### src/rtl/keycode_pkg.sv
// Shared constants, scan-state encoding and helpers for the keycode event tracker.
package keycode_pkg;

  localparam logic [7:0] KEY_NONE     = 8'h00;
  localparam logic [7:0] KEY_ROLLOVER = 8'h01;

  typedef enum logic [2:0] {
    IDLE,
    LOAD,
    SCAN_PRESS,
    SCAN_REL,
    COMMIT
  } scan_state_e;

  function automatic int unsigned max_u(input int unsigned a, input int unsigned b);
    return (a > b) ? a : b;
  endfunction

endpackage

### src/rtl/key_event_fifo.sv
// Synchronous event FIFO: head is read straight from the storage registers, so a word
// pushed into an empty FIFO is presented on the next cycle. DEPTH must be a power of two.
module key_event_fifo #(
  parameter int WIDTH = 10,
  parameter int DEPTH = 16
) (
  input  logic                       clk,
  input  logic                       rst_n,
  input  logic                       push,
  input  logic [WIDTH-1:0]           push_data,
  input  logic                       pop,
  output logic [WIDTH-1:0]           head,
  output logic                       valid,
  output logic [$clog2(DEPTH+1)-1:0] count,
  output logic                       drop
);
  localparam int PW = (DEPTH > 1) ? $clog2(DEPTH) : 1;
  localparam int CW = $clog2(DEPTH + 1);

  logic [WIDTH-1:0] mem [DEPTH];
  logic [PW-1:0]    wr_ptr, rd_ptr;
  logic             do_pop, do_push;

  assign valid   = (count != '0);
  assign do_pop  = pop && valid;
  // A full FIFO still accepts a push when the head leaves in the same cycle.
  assign do_push = push && ((count < CW'(DEPTH)) || do_pop);
  assign drop    = push && !do_push;
  assign head    = mem[rd_ptr];

  // NOTE: storage is deliberately not reset; only pointers and count define what is valid.
  always_ff @(posedge clk) begin
    if (do_push) mem[wr_ptr] <= push_data;
  end

  always_ff @(posedge clk or negedge rst_n) begin
    if (!rst_n) begin
      wr_ptr <= '0;
      rd_ptr <= '0;
      count  <= '0;
    end else begin
      if (do_push) wr_ptr <= wr_ptr + PW'(1);
      if (do_pop)  rd_ptr <= rd_ptr + PW'(1);
      case ({do_push, do_pop})
        2'b10:   count <= count + CW'(1);
        2'b01:   count <= count - CW'(1);
        default: count <= count;
      endcase
    end
  end

endmodule

### src/rtl/keycode_event_tracker.sv
// Turns HID keycode snapshots into a buffered stream of press/release events.
// Optional auto-repeat of a single held key is enabled with `define KEYCODE_TYPEMATIC_EN.
module keycode_event_tracker
  import keycode_pkg::*;
#(
  parameter int NUM_SLOTS     = 6,
  parameter int KEY_W         = 8,
  parameter int FIFO_DEPTH    = 16,
  parameter int REPEAT_DELAY  = 25000000,
  parameter int REPEAT_PERIOD = 5000000
) (
  input  logic                            clk_clk,
  input  logic                            reset_reset_n,
  input  logic [NUM_SLOTS*KEY_W-1:0]      keycode_in,
  input  logic                            report_stb,
  output logic                            evt_valid,
  input  logic                            evt_ready,
  output logic [KEY_W-1:0]                evt_code,
  output logic                            evt_press,
  output logic                            evt_repeat,
  output logic [$clog2(FIFO_DEPTH+1)-1:0] evt_count,
  output logic                            overflow,
  input  logic                            overflow_clr,
  output logic                            busy,
  output logic                            any_key_down
);
  localparam int IW = (NUM_SLOTS > 1) ? $clog2(NUM_SLOTS) : 1;
  localparam logic [KEY_W-1:0] K_NONE     = KEY_W'(KEY_NONE);
  localparam logic [KEY_W-1:0] K_ROLLOVER = KEY_W'(KEY_ROLLOVER);

  typedef struct packed {
    logic [KEY_W-1:0] code;
    logic             press;
    logic             is_repeat;
  } evt_t;

  scan_state_e                state, state_nxt;
  logic [NUM_SLOTS*KEY_W-1:0] pending;
  logic                       pending_valid;
  logic [KEY_W-1:0]           cur  [NUM_SLOTS];
  logic [KEY_W-1:0]           prev [NUM_SLOTS];
  logic [IW-1:0]              idx;
  logic                       idx_last, load_en;
  logic [KEY_W-1:0]           scan_code;
  logic                       scan_seen, scan_hit, scan_push;
  logic                       has_rollover, snap_diff;
  logic                       rpt_push;
  logic [KEY_W-1:0]           rpt_code;
  logic                       fifo_push, fifo_drop;
  evt_t                       push_evt, head_evt;

  assign idx_last = (idx == IW'(NUM_SLOTS - 1));
  assign load_en  = (state == IDLE) && pending_valid;

  // ---------------- scan FSM ----------------
  always_ff @(posedge clk_clk or negedge reset_reset_n) begin
    if (!reset_reset_n) state <= IDLE;
    else                state <= state_nxt;
  end

  // NOTE: every combinational output gets a default first so no path infers a latch.
  always_comb begin
    state_nxt = state;
    case (state)
      IDLE:       if (pending_valid) state_nxt = LOAD;
      LOAD:       state_nxt = has_rollover ? IDLE : SCAN_PRESS;
      SCAN_PRESS: if (idx_last) state_nxt = SCAN_REL;
      SCAN_REL:   if (idx_last) state_nxt = COMMIT;
      COMMIT:     state_nxt = IDLE;
      default:    state_nxt = IDLE;
    endcase
  end

  always_comb begin
    busy      = (state != IDLE);
    scan_push = ((state == SCAN_PRESS) || (state == SCAN_REL)) && scan_hit;
  end

  // ---------------- snapshot datapath ----------------
  // NOTE: sequential state uses non-blocking assignments; blocking is kept to always_comb.
  always_ff @(posedge clk_clk or negedge reset_reset_n) begin
    if (!reset_reset_n) begin
      pending       <= '0;
      pending_valid <= 1'b0;
      idx           <= '0;
      for (int i = 0; i < NUM_SLOTS; i++) begin
        cur[i]  <= K_NONE;
        prev[i] <= K_NONE;
      end
    end else begin
      // A fresh strobe always wins, so an unconsumed report is simply overwritten.
      if (report_stb) begin
        pending       <= keycode_in;
        pending_valid <= 1'b1;
      end else if (load_en) begin
        pending_valid <= 1'b0;
      end
      if (load_en) begin
        for (int i = 0; i < NUM_SLOTS; i++) cur[i] <= pending[i*KEY_W +: KEY_W];
      end
      if ((state == SCAN_PRESS) || (state == SCAN_REL)) idx <= idx_last ? '0 : idx + IW'(1);
      else                                              idx <= '0;
      if (state == COMMIT) begin
        for (int i = 0; i < NUM_SLOTS; i++) prev[i] <= cur[i];
      end
    end
  end

  // Press scan walks cur against prev; release scan walks prev against cur.
  always_comb begin
    scan_code = (state == SCAN_REL) ? prev[idx] : cur[idx];
    scan_seen = 1'b0;
    for (int j = 0; j < NUM_SLOTS; j++) begin
      if (((state == SCAN_REL) ? cur[j] : prev[j]) == scan_code) scan_seen = 1'b1;
      if ((j < int'(idx)) && (((state == SCAN_REL) ? prev[j] : cur[j]) == scan_code))
        scan_seen = 1'b1;
    end
    scan_hit = (scan_code != K_NONE) && !scan_seen;
  end

  always_comb begin
    has_rollover = 1'b0;
    any_key_down = 1'b0;
    snap_diff    = 1'b0;
    for (int j = 0; j < NUM_SLOTS; j++) begin
      if (cur[j] == K_ROLLOVER) has_rollover = 1'b1;
      if (prev[j] != K_NONE)    any_key_down = 1'b1;
      if (cur[j] != prev[j])    snap_diff    = 1'b1;
    end
  end

  // ---------------- auto-repeat ----------------
`ifdef KEYCODE_TYPEMATIC_EN
  localparam int CNT_W = $clog2(max_u(REPEAT_DELAY, REPEAT_PERIOD) + 1);

  logic [CNT_W-1:0] rpt_cnt, rpt_target;
  logic             rpt_first, rpt_single, rpt_conflict, rpt_due;

  always_comb begin
    rpt_code     = K_NONE;
    rpt_conflict = 1'b0;
    for (int j = 0; j < NUM_SLOTS; j++) begin
      if (prev[j] != K_NONE) begin
        if (rpt_code == K_NONE)     rpt_code     = prev[j];
        else if (prev[j] != rpt_code) rpt_conflict = 1'b1;
      end
    end
    rpt_single = (rpt_code != K_NONE) && !rpt_conflict;
    rpt_target = rpt_first ? CNT_W'(REPEAT_DELAY - 1) : CNT_W'(REPEAT_PERIOD - 1);
    rpt_due    = rpt_single && (rpt_cnt == rpt_target);
    rpt_push   = rpt_due && (state == IDLE);
  end

  // A due repeat holds the counter until the scan FSM is back in IDLE.
  always_ff @(posedge clk_clk or negedge reset_reset_n) begin
    if (!reset_reset_n) begin
      rpt_cnt   <= '0;
      rpt_first <= 1'b1;
    end else if (((state == COMMIT) && snap_diff) || !rpt_single) begin
      rpt_cnt   <= '0;
      rpt_first <= 1'b1;
    end else if (rpt_due) begin
      if (state == IDLE) begin
        rpt_cnt   <= '0;
        rpt_first <= 1'b0;
      end
    end else begin
      rpt_cnt <= rpt_cnt + CNT_W'(1);
    end
  end

  assign evt_repeat = head_evt.is_repeat;
`else
  logic unused_cfg;

  assign rpt_push   = 1'b0;
  assign rpt_code   = K_NONE;
  assign evt_repeat = 1'b0;
  assign unused_cfg = (REPEAT_DELAY != REPEAT_PERIOD) ^ head_evt.is_repeat;
`endif

  // ---------------- event FIFO ----------------
  assign fifo_push = scan_push || rpt_push;
  assign push_evt  = scan_push ? evt_t'{code: scan_code, press: (state == SCAN_PRESS), is_repeat: 1'b0}
                               : evt_t'{code: rpt_code,  press: 1'b1,                  is_repeat: 1'b1};

  key_event_fifo #(
    .WIDTH ($bits(evt_t)),
    .DEPTH (FIFO_DEPTH)
  ) u_fifo (
    .clk       (clk_clk),
    .rst_n     (reset_reset_n),
    .push      (fifo_push),
    .push_data (push_evt),
    .pop       (evt_ready),
    .head      (head_evt),
    .valid     (evt_valid),
    .count     (evt_count),
    .drop      (fifo_drop)
  );

  assign evt_code  = head_evt.code;
  assign evt_press = head_evt.press;

  // Setting wins over clearing when both happen in one cycle.
  always_ff @(posedge clk_clk or negedge reset_reset_n) begin
    if (!reset_reset_n)    overflow <= 1'b0;
    else if (fifo_drop)    overflow <= 1'b1;
    else if (overflow_clr) overflow <= 1'b0;
  end

endmodule

### config.mk
export PLATFORM = sky130hd
export DESIGN_NAME = keycode_event_tracker
export DESIGN_NICKNAME = d
export VERILOG_FILES = /design/src/rtl/keycode_pkg.sv /design/src/rtl/key_event_fifo.sv /design/src/rtl/keycode_event_tracker.sv
export SDC_FILE = /design/constraint.sdc
export NUM_CORES = 1
export LEC_CHECK = 0
export CAP_MARGIN = 25
export CORE_AREA = 3 3 172 207
export CTS_BUF_LIST = sky130_fd_sc_hd__clkbuf_4 sky130_fd_sc_hd__clkbuf_8
export DETAILED_ROUTE_END_ITERATION = 12
export DIE_AREA = 0 0 175 210
export HOLD_SLACK_MARGIN = 0.12
export MAX_ROUTING_LAYER = met4
export PLACE_DENSITY = 0.63
export SLEW_MARGIN = 20
export SYNTH_ARGS = -nofsm -noshare
export SYNTH_HDL_FRONTEND = slang
export SYNTH_HIERARCHICAL = 1
export SYNTH_SLANG_ARGS = --single-unit
### constraint.sdc
create_clock -name clk_clk -period 10.46 [get_ports clk_clk]
set_input_delay 2.092 -clock clk_clk [delete_from_list [all_inputs] [get_ports clk_clk]]
set_output_delay 2.092 -clock clk_clk [all_outputs]
set_load 0.05 [all_outputs]
==> summary.txt, run 1 <==
Sum Neg Setup Slack - 0 ns
core area - 33900 um^2
critical path class - flip-flop to flip-flop
GPL Wtd Cong - 0.934
# setup viols final - 0
Worst-path clk slew - 0.06 ns
Die Ht - 210 um
Fmax - 0.164 GHz
RSZ-0062 raised after global routing - false
Nets - 1169
input/output buffers - 70
Hold/Removal Path Class - flip-flop to flip-flop
final hold vios - 0
outcome - completed
CTS Buf Count - 49
Ant. Diodes - 0
critical-path cell list - nand3b_4, buf_4, and3b_1, a211o_4, xor2_1, nand4_1, o22ai_1, a2111oi_1, nand4_1, inv_1, and2_1, inv_1, ha_1, fa_1, a21o_1, a21oi_1, mux2i_1, xnor2_1
clk sinks - 309
Critical R2R Capture - u_fifo/count[4]
cell count after synthesis - 1030
WHS Path Cells - 1
hold_buf cts - 0
synthesized area - 15200 um^2
CTS tree - built
post-route antenna net violation count - 0
R2R cell count - 18
pin count of the biggest net entering global routing - 68
fin. max-slew vios - 0
Die ar. - 36800 um^2
clock root buffer - clkbuf_8
Worst EP required - 10.97 ns
r2r setup slk - 4.37 ns
worst hold endpoint - overflow
DRC - 0
Area growth syn-to-layout - 13.6%
critical path arrival - 6.60 ns
htree depth - 2
fin crit share - 0.582
layout cells sized above 1 - 0.265
initial detailed-routing violation count - 514
critical path's slowest cell - nand3b_4
grt total ovfl - 0
DP Area - 16200 um^2
die width - 175 um
CP endpoint kind - flip-flop
post-CTS setup buffer count - 0
commonest cells after routing, fill and taps aside - dfrtp_1, mux2_2, edfxtp_1
Worst R2R Start - state[0]
final instance area - 17200 um^2
Site Rows - 74
commonest non-fill, non-tap cell in the layout - dfrtp_1
Total GRT Usage - 0.200
HPWL after detailed placement - 24000 um
1st-pass router iterations - 5
crit-path max FO - 55
first-pass GRT wire length - 55200 um
Yosys warning count - 6
CTS resizes - 0
final design utilization - 0.508
Critical Path Start Type - flip-flop
antenna violations before repair - 0
final WL - 35000 um
number of vias per cell - 5.61
Initial Util - 0.447
clk_lat worst skew - 0.61 ns
Post-Syn Area per Cell - 14.7 um^2
vias - 8954
max_cap viols - 0
Clock Path Buffers - 3
min Tclk post-route - 6.09 ns
syn nets - 1094
slowest cell delay on critical path - 0.71 ns
I/O Pins - 72
clk_skew - 0.0390 ns
min-delay src - overflow
vias in the first global route - 9409
Slew @ Worst Pin - 1.04 ns
wire per inst - 22.0 um
Slew headroom - 0.302
## registers in the layout, summed over array words and instances, names as in the netlist
name and cells:
idx 3, state 3, prev 48, pending_valid 1, u_fifo/rd_ptr 4, u_fifo/wr_ptr 4
cur 48, u_fifo/count 5, pending 48, overflow 1, u_fifo/mem 144
## per-layer routing
layer / vias to the layer above / global-route usage / routed length [um]
met4: 0 / 0.0961 / 1770
met5: - / - / 0
met2: 248 / 0.323 / 17300
li1: 4055 / - / -
met3: 100 / 0.0301 / 1440
met1: 4551 / 0.248 / 14500
## critical path: cells and delay by family, from the launching register on
kind / cells / cell delay [ns]
adder cells (fa/ha/maj): 2 / 0.76
AO/OA/AOI/OAI: 5 / 1.28
flip-flops: 1 / 0.51
XOR/XNOR: 2 / 0.32
buffers and inverters: 3 / 0.91
AND/OR/NAND/NOR: 5 / 1.94
multiplexers: 1 / 0.23
## through the flow
stage          setup WS (ns)  instances  hold WS, ns
6_report                4.37       1595        0.485
5_1_grt                 3.91       1595        0.504
4_1_cts                 4.32       1594        0.486
3_5_place_dp            4.48       1509        0.473
3_3_place_gp            4.56       1505        0.463
2_1_floorplan           5.72       1030        0.470
## how the worst max path moves through the flow
| stage | slack, ns | end | start |
|---|---|---|---|
| floorplan | 5.72 | u_fifo/count[4] | idx[0] |
| global placement | 4.56 | u_fifo/count[4] | state[2] |
| detailed placement | 4.48 | u_fifo/count[4] | state[0] |
| CTS | 4.32 | evt_code[0] | u_fifo/rd_ptr[1] |
| global route | 3.91 | u_fifo/count[4] | state[0] |
| finish | 4.37 | u_fifo/count[4] | state[0] |
## final cells by class
cell class,count,area [um^2]
multi-input combinational,647,6310
fill,2990,16700
timing repair buffer,88,855
tap,456,571
inverter,10,37.5
sequential,309,8450
clock buffer,71,852
clock inverter,14,143
Power of run 1 is left out: the tool's default activity adds up to more than one toggle a clock period on the data nets, which glitch-free logic cannot reach.
==> inputs of run 2 (changes only) <==
==> constraint.sdc (replaced) <==
create_clock -name clk_clk -period 5.9 [get_ports clk_clk]
set_input_delay 1.18 -clock clk_clk [delete_from_list [all_inputs] [get_ports clk_clk]]
set_output_delay 1.18 -clock clk_clk [all_outputs]
set_load 0.05 [all_outputs]
==> run 2 against run 1 <==
Worst setup slack worse by 3.6 ns. Flip-flop and latch count is the same. Non-clock buffer count grew 23. Count of clock-buffer cells in the layout decreased by 1. Wire length up 0.31%. Critical path type unchanged.
==> summary.txt, run 2 (same netlist as run 1, synthesis figures left out) <==
CTS tree - built (unchanged)
clock root buffer - clkbuf_8 (unchanged)
vias - 8972 (was 8954)
Worst Setup SP - idx[1] (was state[0])
Initial Util - 0.447 (unchanged)
# setup viols final - 0 (unchanged)
layout cells sized above 1 - 0.280 (was 0.265)
Sum Neg Setup Slack - 0 ns (unchanged)
Total GRT Usage - 0.198 (was 0.200)
Slew @ Worst Pin - 0.996 ns (was 1.04 ns)
min Tclk post-route - 5.16 ns (was 6.09 ns)
GPL Wtd Cong - 0.928 (was 0.934)
Critical Path Start Type - flip-flop (unchanged)
CTS resizes - 0 (unchanged)
CP endpoint kind - flip-flop (unchanged)
critical path class - flip-flop to flip-flop (unchanged)
DRC - 0 (unchanged)
antenna violations before repair - 0 (unchanged)
final hold vios - 0 (unchanged)
vias in the first global route - 9289 (was 9409)
critical path's slowest cell - dfrtp_1 (was nand3b_4)
Worst EP required - 6.39 ns (was 10.97 ns)
clk_skew - 0.0296 ns (was 0.0390 ns)
Fmax - 0.194 GHz (was 0.164 GHz)
R2R cell count - 18 (unchanged)
1st-pass router iterations - 5 (unchanged)
Hold/Removal Path Class - flip-flop to flip-flop (unchanged)
most flop-heavy register - u_fifo/mem (unchanged)
Critical R2R Capture - u_fifo/count[4] (unchanged)
Die Ht - 210 um (unchanged)
clk sinks - 309 (unchanged)
core area - 33900 um^2 (unchanged)
HPWL after detailed placement - 24300 um (was 24000 um)
slowest cell delay on critical path - 0.94 ns (was 0.71 ns)
grt total ovfl - 0 (unchanged)
commonest non-fill, non-tap cell in the layout - dfrtp_1 (unchanged)
number of vias per cell - 5.52 (was 5.61)
post-route antenna net violation count - 0 (unchanged)
htree depth - 2 (unchanged)
Worst path depth - 18 (unchanged)
final worst slack - 0.742 ns (was 4.37 ns)
commonest cells after routing, fill and taps aside - dfrtp_1, mux2_2, edfxtp_1 (unchanged)
Area growth syn-to-layout - 15.4% (was 13.6%)
clk_lat worst skew - 0.59 ns (was 0.61 ns)
Die ar. - 36800 um^2 (unchanged)
Crit path max-delay family - compound AO/OA/AOI/OAI gates (was simple AND/OR/NAND/NOR gates)
pin count of the biggest net entering global routing - 94 (was 68)
fin crit share - 0.874 (was 0.582)
CTS Buf Count - 49 (unchanged)
initial detailed-routing violation count - 469 (was 514)
Slew headroom - 0.333 (was 0.302)
critical path arrival - 5.65 ns (was 6.60 ns)
Clock Path Buffers - 3 (unchanged)
Worst-path clk slew - 0.06 ns (about the same)
final WL - 35100 um (was 35000 um)
hold_buf cts - 0 (unchanged)
RSZ-0062 raised after global routing - false (unchanged)
worst slack at placement - 0.769 ns (was 4.48 ns)
critical-path cell list - mux4_2, and2_1, a211o_1, buf_4, xor2_1, nand4_1, o22ai_1, a2111oi_1, nand4_1, inv_1, and2_1, inv_1, ha_1, fa_1, a21o_1, a21oi_1, mux2i_1, xnor2_1 (was nand3b_4, buf_4, and3b_1, a211o_4, xor2_1, nand4_1, o22ai_1, a2111oi_1, nand4_1, inv_1, and2_1, inv_1, ha_1, fa_1, a21o_1, a21oi_1, mux2i_1, xnor2_1)
die width - 175 um (unchanged)
Worst R2R Start - idx[1] (was state[0])
wire per inst - 21.6 um (was 22.0 um)
max_cap viols - 0 (unchanged)
r2r setup slk - 0.74 ns (was 4.37 ns)
crit-path max FO - 21 (was 55)
outcome - completed (unchanged)
CP bufs+invs - 3 (unchanged)
Ant. Diodes - 0 (unchanged)
max FFs per register - 144 (unchanged)
CP Capture Point - u_fifo/count[4] (unchanged)
first-pass GRT wire length - 54700 um (was 55200 um)
fin. max-slew vios - 0 (unchanged)
Site Rows - 74 (unchanged)
I/O Pins - 72 (unchanged)
post-CTS setup buffer count - 0 (unchanged)
Nets - 1192 (was 1169)
input/output buffers - 70 (unchanged)
[run 2: worst min-delay path by stage]
stage,start,endpoint,depth (start not counted)
5_1_grt,pending[9],cur[33],1
3_5_place_dp,overflow,overflow,1
2_1_floorplan,u_fifo/rd_ptr[2],u_fifo/rd_ptr[2],1
3_3_place_gp,overflow,overflow,1
4_1_cts,overflow,overflow,1
6_report,overflow,overflow,1
[run 2: final cells by class]
| cell class | count | area [um^2] |
|---|---|---|
| sequential | 309 | 8450 |
| inverter | 10 | 37.5 |
| timing repair buffer | 111 | 1060 |
| clock buffer | 70 | 870 |
| multi-input combinational | 647 | 6310 |
| tap | 456 | 571 |
| fill | 2934 | 16400 |
| clock inverter | 21 | 194 |
[run 2: routing by layer]
layer / GRT usage / part of all wire / up-vias
li1: - / - / 4100
met1: 0.240 / 0.41 / 4582
met2: 0.332 / 0.51 / 204
met3: 0.0297 / 0.038 / 86
met4: 0.0875 / 0.044 / 0
met5: - / 0 / -
[run 2: worst reg2reg max path, delay by kind of cell, from the launching register on]
| kind | cells | cell delay [ns] |
|---|---|---|
| DFF | 1 | 0.94 |
| adders and majority gates | 2 | 0.74 |
| and+or+nand+nor | 4 | 0.65 |
| xor gates and xnor gates | 2 | 0.30 |
| AOI/OAI and AO/OA | 5 | 1.33 |
| muxes | 2 | 0.65 |
| buffers and inverters | 3 | 0.44 |
[run 2: metrics by stage]
| stage | hold slack (ns) | area (um^2) | cells | util |
|---|---|---|---|---|
| floorplan | 0.470 | 15200 | 1030 | - |
| global placement | 0.467 | 16400 | 1529 | 0.483 |
| detailed placement | 0.470 | 16400 | 1531 | 0.484 |
| CTS | 0.483 | 17500 | 1622 | 0.515 |
| global route | 0.522 | 17500 | 1624 | 0.516 |
| finish | 0.478 | 17500 | 1624 | 0.516 |
Power of run 2 is left out for the same reason.
